--- config.mk ---
export PLATFORM = sky130hd
export DESIGN_NAME = servant_uart_loader
export DESIGN_NICKNAME = d
export VERILOG_FILES = /design/src/rtl/servant_uart_loader.sv
export SDC_FILE = /design/constraint.sdc
export NUM_CORES = 1
export LEC_CHECK = 0
export BUFFER_PORTS_ARGS = -buffer_cell sky130_fd_sc_hd__buf_2
export CAP_MARGIN = 20
export CORE_MARGIN = 3
export CORE_UTILIZATION = 35
export DETAILED_ROUTE_END_ITERATION = 10
export PLACE_DENSITY_LB_ADDON = 0.2
export SYNTH_ARGS = -nofsm -noshare
export SYNTH_HDL_FRONTEND = slang
export SYNTH_SLANG_ARGS = --single-unit
--- constraint.sdc ---
create_clock -name i_wb_clk -period 4.75 [get_ports i_wb_clk]
set_clock_uncertainty 0.1 [all_clocks]
set_input_delay 0.95 -clock i_wb_clk [delete_from_list [all_inputs] [get_ports i_wb_clk]]
set_output_delay 0.95 -clock i_wb_clk [all_outputs]
set_load 0.05 [all_outputs]
--- src/rtl/servant_uart_loader.sv ---
// servant_uart_loader: UART boot loader writing a little-endian word image into RAM over Wishbone
module servant_uart_loader #(
  parameter int depth = 256,
  parameter int aw = $clog2(depth),
  parameter int CLKS_PER_BIT = 16
) (
  input  logic          i_wb_clk,
  input  logic          i_wb_rst_n,
  input  logic          i_rx,
  output logic [aw-1:2] o_wb_adr,
  output logic [31:0]   o_wb_dat,
  output logic [3:0]    o_wb_sel,
  output logic          o_wb_we,
  output logic          o_wb_cyc,
  input  logic          i_wb_ack,
  output logic          o_busy,
  output logic          o_done,
  output logic          o_err
);
  localparam int CW = $clog2(CLKS_PER_BIT);
  localparam logic [CW-1:0] LAST = CW'(CLKS_PER_BIT - 1);
  localparam logic [CW-1:0] MID = CW'(CLKS_PER_BIT / 2 - 1);
  typedef enum logic [2:0] {RX_IDLE, RX_START, RX_DATA, RX_STOP, RX_WAIT} rx_t;
  typedef enum logic [2:0] {HDR0, HDR1, DATA, WRITE, DONE} ld_t;
  logic meta_q, rx_q;
  rx_t rx_st_q, rx_st_d;
  logic [CW-1:0] cnt_q, cnt_d;
  logic [2:0] bit_q, bit_d;
  logic [7:0] sh_q, sh_d, byte_q, byte_d;
  logic bv_q, bv_d, fe_q, fe_d, err_q, pend_q, pend_d, avail;
  ld_t ld_q, ld_d;
  logic [15:0] rem_q, rem_d;
  logic [1:0] idx_q, idx_d;
  logic [aw-1:2] adr_q, adr_d;
  logic [31:0] word_q, word_d;
  always_ff @(posedge i_wb_clk or negedge i_wb_rst_n) begin
    if (!i_wb_rst_n) begin
      meta_q <= 1'b1;
      rx_q <= 1'b1;
      rx_st_q <= RX_IDLE;
      cnt_q <= '0;
      bit_q <= '0;
      sh_q <= '0;
      byte_q <= '0;
      bv_q <= 1'b0;
      fe_q <= 1'b0;
      err_q <= 1'b0;
      pend_q <= 1'b0;
      ld_q <= HDR0;
      rem_q <= '0;
      idx_q <= '0;
      adr_q <= '0;
      word_q <= '0;
    end else begin
      meta_q <= i_rx;
      rx_q <= meta_q;
      rx_st_q <= rx_st_d;
      cnt_q <= cnt_d;
      bit_q <= bit_d;
      sh_q <= sh_d;
      byte_q <= byte_d;
      bv_q <= bv_d;
      fe_q <= fe_d;
      err_q <= err_q | fe_q;
      pend_q <= pend_d;
      ld_q <= ld_d;
      rem_q <= rem_d;
      idx_q <= idx_d;
      adr_q <= adr_d;
      word_q <= word_d;
    end
  end
  always_comb begin
    rx_st_d = rx_st_q;
    cnt_d = cnt_q + 1'b1;
    bit_d = bit_q;
    sh_d = sh_q;
    byte_d = byte_q;
    bv_d = 1'b0;
    fe_d = 1'b0;
    case (rx_st_q)
      RX_IDLE: begin
        cnt_d = '0;
        if (!rx_q) rx_st_d = RX_START;
      end
      RX_START: if (cnt_q == MID) begin
        cnt_d = '0;
        bit_d = '0;
        rx_st_d = rx_q ? RX_IDLE : RX_DATA;
      end
      RX_DATA: if (cnt_q == LAST) begin
        cnt_d = '0;
        sh_d = {rx_q, sh_q[7:1]};
        bit_d = bit_q + 1'b1;
        if (bit_q == 3'd7) rx_st_d = RX_STOP;
      end
      RX_STOP: if (cnt_q == LAST) begin
        cnt_d = '0;
        bv_d = rx_q;
        fe_d = !rx_q;
        byte_d = rx_q ? sh_q : byte_q;
        rx_st_d = RX_WAIT;
      end
      default: begin
        cnt_d = '0;
        if (rx_q) rx_st_d = RX_IDLE;
      end
    endcase
  end
  assign avail = bv_q | pend_q;
  always_comb begin
    ld_d = ld_q;
    rem_d = rem_q;
    idx_d = idx_q;
    adr_d = adr_q;
    word_d = word_q;
    pend_d = (ld_q == WRITE) & (pend_q | bv_q);
    case (ld_q)
      HDR0: if (avail) begin
        rem_d = {8'h00, byte_q};
        ld_d = HDR1;
      end
      HDR1: if (avail) begin
        rem_d = {byte_q, rem_q[7:0]};
        idx_d = '0;
        adr_d = '0;
        ld_d = ({byte_q, rem_q[7:0]} == 16'h0) ? DONE : DATA;
      end
      DATA: if (avail) begin
        word_d[{idx_q, 3'b000} +: 8] = byte_q;
        idx_d = idx_q + 1'b1;
        if (idx_q == 2'd3) ld_d = WRITE;
      end
      WRITE: if (i_wb_ack) begin
        adr_d = adr_q + 1'b1;
        rem_d = rem_q - 16'd1;
        ld_d = (rem_q == 16'd1) ? DONE : DATA;
      end
      default: ;
    endcase
    if (fe_q && ld_q != DONE) begin
      ld_d = HDR0;
      rem_d = '0;
      idx_d = '0;
      adr_d = '0;
      pend_d = 1'b0;
    end
  end
  assign o_wb_adr = adr_q;
  assign o_wb_dat = word_q;
  assign o_wb_cyc = ld_q == WRITE;
  assign o_wb_we = ld_q == WRITE;
  assign o_wb_sel = {4{ld_q == WRITE}};
  assign o_busy = ld_q != DONE;
  assign o_done = ld_q == DONE;
  assign o_err = err_q;
endmodule

==> results of run 1 <==
power groups by stage:
stage | registers (mW) | clock network, mW | logic, mW
floorplan | 1.08 | 0 | 0.849
detailed placement | 1.10 | 0 | 1.07
finish | 1.10 | 0.715 | 1.07
CTS | 1.09 | 0.735 | 1.07
global placement | 1.10 | 0 | 1.06
global route | 1.12 | 0.769 | 1.18
per-layer routing:
layer,up-vias,GRT usage,wire length (um)
met5,-,0,0
li1,1778,-,-
met4,0,0.0652,164
met2,94,0.255,5300
met1,1744,0.228,5120
met3,12,0.0328,529
metrics by stage:
stage	setup WS [ps]	util
2_1_floorplan	923	-
4_1_cts	1720	0.417
3_3_place_gp	2090	0.393
5_1_grt	1510	0.418
6_report	1700	0.418
3_5_place_dp	2100	0.393
final cells by class:
class	instances	share of cell area
clock buffers	12	0.0521
multi-input cells	357	0.392
flip-flops and latches	91	0.445
well taps	168	0.0411
clock inverters	4	0.00635
repair buffers	54	0.0547
inverters	11	0.00806
flip-flops by register name, indices dropped and copies added (netlist names):
name and count:
fe_q 1, ld_q 3, rx_st_q 3, sh_q 8
bv_q 1, o_wb_dat 32, pend_q 1, meta_q 1
byte_q 8, bit_q 3, rem_q 16, o_wb_adr 6
cnt_q 4, o_err 1, rx_q 1, idx_q 2
logic make-up (layout without fill, tap and decap cells):
| logic type | Yosys count | in the layout | share of synthesized area |
|---|---|---|---|
| compound gates | 122 | 122 | 0.164 |
| flops | 91 | 91 | 0.508 |
| simple gates | 210 | 210 | 0.221 |
| mux | 8 | 8 | 0.0201 |
| buf+inv | 43 | 81 | 0.0441 |
| xor+xnor | 5 | 5 | 0.00976 |
| fa+ha+maj | 12 | 12 | 0.0335 |
worst min-delay path by stage:
stage                                 from        endpoint  slack, ps
after global routing      meta_q$_DFF_PN1_  rx_q$_DFF_PN1_        260
after floorplan           meta_q$_DFF_PN1_  rx_q$_DFF_PN1_        250
after detailed placement  meta_q$_DFF_PN1_  rx_q$_DFF_PN1_        250
final                     meta_q$_DFF_PN1_  rx_q$_DFF_PN1_        260
after global placement    meta_q$_DFF_PN1_  rx_q$_DFF_PN1_        250
after CTS                 meta_q$_DFF_PN1_  rx_q$_DFF_PN1_        260
critical path: stages, from the launching register on:
cell and delay [ps]:
dfrtp_1 720, inv_1 220, nor3_1 220, buf_4 200, buf_2 280
layout by cell type (no fill, tap or decap), types with 4 or more instances in the layout:
cell,instances
a22o_1,5
nor4_1,7
and3_1,4
inv_1,11
nand3_1,13
ha_1,12
nor2_1,22
a21oi_1,16
o21ai_0,64
nand2_1,113
nand4_1,4
a22oi_1,6
mux2_2,8
nor3b_1,8
clkbuf_16,9
buf_4,4
nor3_1,13
xor2_1,4
buf_2,49
a21o_1,6
o2bb2ai_1,5
dfrtp_1,89
==> summary.txt, run 1 <==
Layout cell share with drive strength beyond 1 -> 0.172
CTS root buffer -> clkbuf_16
Worst-path clk slew -> 60 ps
Site Rows -> 40
Fraction of registers with async set/reset -> 1.00
Sw Share -> 0.418
Register Area -> 0.00228 mm2
Io pins -> 51
DRT Wirelength -> 11,100 um
WHS Path Cells -> 0
CTS Sinks -> 91
Comb power frac -> 0.371
Predominant post-synthesis flop cell -> dfrtp_1
Reg2reg path depth -> 7
Die area -> 0.0142 mm2
Crit path DAT -> 2000 ps
Placed cell area -> 0.00482 mm2
RSZ-0062 raised after global routing -> no
CTS buffer count -> 9
H-tree levels -> 3
Avg Cell Area, Syn -> 9.14 um2
Post-synth top area share -> 0.496
Pin count of the biggest net entering global routing -> 71
Design area -> 0.00512 mm2
DRC Markers -> 0
Commonest cells in the netlist -> nand2_1, dfrtp_1, o21ai_0
PwrDens -> 562 mW/mm2
Grt total ovfl -> 0
Vias -> 3,628
Hold buffers post-CTS -> 0
Final HPWL DP -> 7400 um
Core area -> 0.0123 mm2
Die Ht -> 119 um
Worst path required time -> 3700 ps
Vias per cell -> 5.21
Fin crit period -> 3050 ps
Vias in the first global route -> 3,464
Slew Viols, Final -> 0
Flop pwr share -> 0.380
Filler Cells Inserted -> 1,234
Nets@finish -> 540
Synthesized area -> 0.00449 mm2
Resize count post-CTS -> 0
Internal power -> 1.68 mW
Mapped Cells -> 491
Area of the multi-input gates -> 0.00201 mm2
First-pass GRT wire length -> 18,600 um
Fmax -> 328 MHz
Final setup fails -> 0
Final Total Pwr -> 2.88 mW
Hold WC Path Type -> flip-flop to flip-flop
Status -> complete, no violations
Max-cap violations -> 0
EDFF count, synth -> 0
Leak -> 2.40 nW
Setup TNS Final -> 0 ps
Reg-to-reg slack, setup -> 2050 ps
Post-route ant nets -> 0
# Post-CTS Setup Buffers -> 0
Starting Density -> 0.366
Most frequent cell after synthesis -> nand2_1
Fin crit share -> 0.642
Port Buf Inserts -> 50
IR drop worst, VDD -> 0.000196 V
Worst skew pair latency -> 350 ps
Clock Path Buffers -> 2
Post-Layout Cell Count -> 697
CP Launch Type -> flip-flop
Clk network pwr share -> 0.248
Terminus of the critical flop-to-flop path -> rem_q[10]$_DFFE_PN0P_
First-pass DRT Iterations -> 5
Crit Path Category -> flip-flop to output port
GRT Util Overall -> 0.165
Initial antenna violation count -> 0
Largest area contributor in the netlist -> dfrtp_1
Synthesis warning total -> 0
Synth top area cells -> dfrtp_1, nand2_1, o21ai_0
Detailed Route Iter0 Violations -> 245
Placed cells -> 680
Routed WL per cell -> 15.9 um
Crit path max fanout -> 21
R2R Path Start -> rem_q[0]$_DFFE_PN0P_
Crit. End Element -> output port
Netlist cell types -> 52
CTS tree -> done
Rel. slew slack -> 0.305
Sw power -> 1.20 mW
Crit. Startpoint -> ld_q[1]$_DFFE_PN0P_
N_diodes -> 0
Chip width -> 119 um
Area growth syn-to-layout -> 14.1%
Synthesis-stage register bit count -> 91
Register area share after synthesis -> 0.508
GPL Wtd Cong -> 0.865
Worst-Margin Slew -> 1030 ps
Hold Violations, Final -> 0
Fin Hold WS -> 256 ps
Worst Setup EP -> o_wb_sel[1]
Post-Syn Nets -> 507
Note: power is estimated with default switching activity, not from simulation.
==> inputs of run 2 (changes only) <==
clock period = 2.7 ns   (was 4.75 ns; I/O delays follow)
==> run 2 against run 1 <==
Cell area rose by 3.3%. Die area did not move. Worst setup slack got worse by 1500 ps. Global-route usage barely moved. Via count rose by 2.5%. Flip-flop and latch count did not move. Combinational power rose by 86%. Critical path depth fell by 1. Power rose by 83%. Register-to-register slack got worse by 1700 ps.
==> summary.txt, run 2 (synthesis results as in run 1) <==
Status -> complete, no violations
Core area -> 0.0123 mm2
Clk network pwr share -> 0.258
Hold Violations, Final -> 0
Internal power -> 3.18 mW
Worst-Margin Slew -> 589 ps
Area of the multi-input gates -> 0.00202 mm2
Slew Viols, Final -> 0
CP Launch Type -> flip-flop
Final HPWL DP -> 7700 um
Leak -> 2.51 nW
Rel. slew slack -> 0.604
Flop pwr share -> 0.364
Site Rows -> 40
Starting Density -> 0.366
Design area -> 0.00529 mm2
Placed cells -> 696
Max-cap violations -> 0
Post-Layout Cell Count -> 713
IR drop worst, VDD -> 0.000415 V
CP max-delay cell -> dfrtp_1
Post-route ant nets -> 0
WHS Path Cells -> 1
Placed cell area -> 0.00496 mm2
Chip width -> 119 um
Worst skew pair latency -> 340 ps
CTS tree -> done
Fin crit share -> 0.926
Fin crit period -> 2500 ps
Register Area -> 0.00228 mm2
PwrDens -> 996 mW/mm2
Reg2reg path depth -> 5
Layout cell share with drive strength beyond 1 -> 0.193
H-tree levels -> 3
Hold Path Origin -> i_rx
Die Ht -> 119 um
GPL Wtd Cong -> 0.885
CTS Sinks -> 91
Biggest cell delay along the critical path -> 640 ps
Number of flip-flops under the largest register name -> 32
R2R Path Start -> rem_q[6]$_DFFE_PN0P_
DRT Wirelength -> 11,200 um
Final core utilization -> 0.431
First-pass GRT wire length -> 18,900 um
Routed WL per cell -> 15.7 um
Clock Path Buffers -> 2
Most common cell after layout, fill and taps aside -> nand2_1
Vias in the first global route -> 3,700
Die area -> 0.0142 mm2
Sw Share -> 0.397
Initial antenna violation count -> 0
DRC Markers -> 0
Worst-path clk slew -> 60 ps
Pre-CTS WS -> 314 ps
Vias -> 3,718
Most frequent cells in the layout -> nand2_1, dfrtp_1, o21ai_0, buf_2, nor2_1
Filler Cells Inserted -> 1,215
Hold Path End -> meta_q$_DFF_PN1_
Crit path max fanout -> 17
Setup TNS Final -> 0 ps
First-pass DRT Iterations -> 4
Detailed Route Iter0 Violations -> 134
Crit. Startpoint -> ld_q[1]$_DFFE_PN0P_
Terminus of the critical flop-to-flop path -> rem_q[15]$_DFFE_PN0P_
Nets@finish -> 556
Worst path required time -> 2060 ps
Setup ws final -> 200 ps
CP cell instances -> inv_1 > nor3_4 > buf_2
Resize count post-CTS -> 0
Final Total Pwr -> 5.27 mW
Fmax -> 400 MHz
CTS root buffer -> clkbuf_16
Grt total ovfl -> 0
Sw power -> 2.09 mW
GRT Util Overall -> 0.166
Crit path DAT -> 1860 ps
Crit. End Element -> output port
Crit Path Category -> flip-flop to output port
Vias per cell -> 5.21
Port Buf Inserts -> 50
# Post-CTS Setup Buffers -> 0
Reg-to-reg slack, setup -> 300 ps
RSZ-0062 raised after global routing -> no
Pin count of the biggest net entering global routing -> 44
Area growth syn-to-layout -> 17.9%
Io pins -> 51
Hold WC Path Type -> input port to flip-flop
Fin Hold WS -> 196 ps
Hold buffers post-CTS -> 1
CTS buffer count -> 9
Comb power frac -> 0.377
N_diodes -> 0
Final setup fails -> 0
[run 2: cell count changes in the layout (fill, tap and decap cells not counted), sizes merged]
cell / delta
inv: -1
clkbuf: -1
dlygate4sd3: +1
clkinv: +1
bufinv: +2
clkinvlp: -2
buf: +16
[run 2: how the worst max path moves through the flow]
stage / cells past startpoint / endpoint / slack [ps]
5_1_grt: 3 / o_wb_sel[1] / 50
3_3_place_gp: 5 / rem_q[15]$_DFFE_PN0P_ / 320
6_report: 3 / o_wb_sel[1] / 200
2_1_floorplan: 4 / o_wb_sel[0] / 310
3_5_place_dp: 5 / rem_q[15]$_DFFE_PN0P_ / 310
4_1_cts: 3 / o_wb_cyc / 170
[run 2: layout make-up]
type | instances | share of cell area
Timing Repair Buffer | 70 | 0.0790
Multi-Input combinational cell | 357 | 0.382
Tap cell | 168 | 0.0397
Clock buffer | 12 | 0.0466
Clock inverter | 4 | 0.0140
Inverter | 11 | 0.00781
Sequential cell | 91 | 0.431
[run 2: critical path, delay by kind of cell, from the launching register on]
kind	cells	cell delay (ps)
flops	1	640
buf+inv	2	540
simple gates	1	330
[run 2: layer usage]
layer	up-vias	share of wire	GRT usage
li1	1809	-	-
met1	1794	0.45	0.224
met2	97	0.47	0.262
met3	18	0.057	0.0342
met4	0	0.023	0.0608
met5	-	0	0
[run 2: power by group through the flow]
stage	Clock (mW)	Combinational, mW	Sequential [mW]
3_5_place_dp	0	2.00	1.93
6_report	1.36	1.99	1.92
2_1_floorplan	0	1.51	1.90
4_1_cts	1.39	2.00	1.91
3_3_place_gp	0	1.97	1.93
5_1_grt	1.46	2.20	1.97
==> inputs of run 3 (changes only) <==
ABC_AREA = 1   (was not set)
SETUP_SLACK_MARGIN = 0.02   (was not set)
==> run 3 against run 2 <==
Synthesized cell count rose by 25%. Die area rose by 5.0%. Power fell by 43%. Via count rose by 11%. First-iteration DRC count rose by 79%. Worst setup slack improved by 210 ps. Sequential power fell by 26%.
==> summary.txt, run 3 <==
Worst-Margin Slew -> 561 ps
Vias per cell -> 4.88
Synth top area cells -> dfrtp_1, nand2_1, nand3_1
Max-cap violations -> 0
Fraction of registers with async set/reset -> 1.00
Met2 GRT Util -> 0.263
Slew Viols, Final -> 0
Setup TNS Final -> 0 ps
Layout cell share with drive strength beyond 1 -> 0.144
DRC Markers -> 0
CTS root buffer -> clkbuf_16
Clock Path Buffers -> 2
Most frequent cells in the layout -> nand2_1, dfrtp_1, inv_1, nand3_1, nor2_1
GR Layer Usage met1 -> 0.227
Nets@finish -> 686
Avg Cell Area, Syn -> 7.67 um2
Commonest cells in the netlist -> nand2_1, dfrtp_1, inv_1
CTS Sinks -> 91
Synthesis warning total -> 0
Vias -> 4,130
CP Depth -> 4
H-tree levels -> 3
Met3 usage -> 0.0478
Filler Cells Inserted -> 1,326
CTS buffer count -> 9
Die area -> 0.0149 mm2
GRT Util Overall -> 0.168
Final setup fails -> 0
Pin count of the biggest net entering global routing -> 41
Largest area contributor in the netlist -> dfrtp_1
Area growth syn-to-layout -> 16.4%
# Post-CTS Setup Buffers -> 0
Post-Syn Nets -> 632
EDFF count, synth -> 0
Detailed Route Iter0 Violations -> 240
N_diodes -> 0
Die Ht -> 122 um
Netlist cell types -> 29
Routed WL per cell -> 13.6 um
Placed cell area -> 0.00518 mm2
Register area share after synthesis -> 0.483
Hold buffers post-CTS -> 0
Crit path max fanout -> 11
CP cell instances -> inv_2 > nand2_2 > nor2_4 > buf_2
Most frequent cell after synthesis -> nand2_1
Worst path top cell family by delay -> buffers and inverters
First-pass DRT Iterations -> 5
Resize count post-CTS -> 0
Setup ws final -> 412 ps
Mapped Cells -> 616
Post-route ant nets -> 0
Fin crit period -> 2290 ps
Predominant post-synthesis flop cell -> dfrtp_1
Grt total ovfl -> 0
GPL Wtd Cong -> 0.878
Placed cells -> 831
Worst-path clk slew -> 60 ps
Crit Path Category -> flip-flop to output port
Hold WC Path Type -> input port to asynchronous set/reset pin
IR drop worst, VDD -> 0.000360 V
CTS tree -> done
DRT Wirelength -> 11,500 um
Crit path DAT -> 1650 ps
Io pins -> 51
Post-synth top area share -> 0.472
Post-Layout Cell Count -> 847
Design area -> 0.00550 mm2
Worst skew pair latency -> 350 ps
Chip width -> 122 um
PwrDens -> 545 mW/mm2
Synthesized area -> 0.00472 mm2
Biggest cell delay along the critical path -> 430 ps
Hold Violations, Final -> 0
Pre-CTS WS -> 759 ps
Number of flip-flops under the largest register name -> 32
Final HPWL DP -> 8340 um
Fin Hold WS -> 19.9 ps
Core area -> 0.0129 mm2
Site Rows -> 41
CP Launch Type -> flip-flop
Starting Density -> 0.365
Synthesis-stage register bit count -> 91
Most common cell after layout, fill and taps aside -> nand2_1
Fin crit share -> 0.847
Leak -> 3.05 nW
RSZ-0062 raised after global routing -> no
Rel. slew slack -> 0.624
Reg2reg path depth -> 7
Initial antenna violation count -> 0
Vias in the first global route -> 4,029
Status -> complete, no violations
Layer with the highest usage -> met2
Crit. Startpoint -> ld_q[2]$_DFFE_PN0P_
Crit. End Element -> output port
First-pass GRT wire length -> 19,700 um
Worst path required time -> 2060 ps
Fmax -> 437 MHz
R2R Path Start -> idx_q[1]$_DFFE_PN0P_
Crit path buf inv count -> 2
CP max-delay cell -> dfrtp_1
Port Buf Inserts -> 50
[run 3: through the flow]
| step | total power, mW | util |
|---|---|---|
| after floorplan | 1.58 | - |
| after global placement | 1.64 | 0.400 |
| after detailed placement | 1.65 | 0.400 |
| after CTS | 3.04 | 0.425 |
| after global routing | 3.14 | 0.425 |
| final | 2.99 | 0.425 |
[run 3: path summary, 6_finish.rpt]
check | endpoint | slack [ps]
worst max-delay path | o_wb_cyc | 410
worst min-delay path | o_wb_adr[5]$_DFFE_PN0P_ | 20
worst max register to register | o_wb_dat[6]$_DFFE_PN0P_ | 770
worst min register to register | rx_q$_DFF_PN1_ | 260
max in group asynchronous | meta_q$_DFF_PN1_ | 1760
min in group i_wb_clk | meta_q$_DFF_PN1_ | 190
[run 3: cells by family (layout without fill, tap and decap cells)]
group | Yosys count | after routing | synth area share
simple gates | 343 | 343 | 0.315
flops | 91 | 91 | 0.483
compound gates | 86 | 86 | 0.0938
buf+inv | 81 | 140 | 0.0710
fa+ha+maj | 12 | 12 | 0.0318
xor+xnor | 3 | 3 | 0.00556
[run 3: final cells by class]
| class | instances | area, um2 | area share |
|---|---|---|---|
| inverters | 66 | 248 | 0.0451 |
| clock buffers | 12 | 246 | 0.0448 |
| repair buffers | 58 | 325 | 0.0592 |
| multi-input cells | 444 | 2110 | 0.384 |
| well taps | 172 | 215 | 0.0392 |
| flip-flops and latches | 91 | 2280 | 0.415 |
| clock inverters | 4 | 73.8 | 0.0134 |
[run 3: report_power, final]
part / internal, mW / leakage (nW) / total [mW] / switching [mW]
sequential: 1.40 / 1.23 / 1.42 / 0.0222
clock: 0.838 / 0.157 / 1.37 / 0.533
combinational: 0.0659 / 1.66 / 0.204 / 0.138
total: 2.30 / 3.05 / 2.99 / 0.693
[run 3: worst register-to-register path, delay by kind of cell (launching register included)]
family,cells,cell delay [ps]
fa+ha+maj,1,360
buf+inv,2,260
simple gates,4,740
flops,1,410
[run 3: metal layers]
| metal | share of wire | vias up | wire length [um] |
|---|---|---|---|
| li1 | - | 2078 | - |
| met5 | 0 | - | 0 |
| met3 | 0.044 | 8 | 507 |
| met2 | 0.48 | 75 | 5490 |
| met4 | 0.0091 | 0 | 104 |
| met1 | 0.47 | 1969 | 5380 |
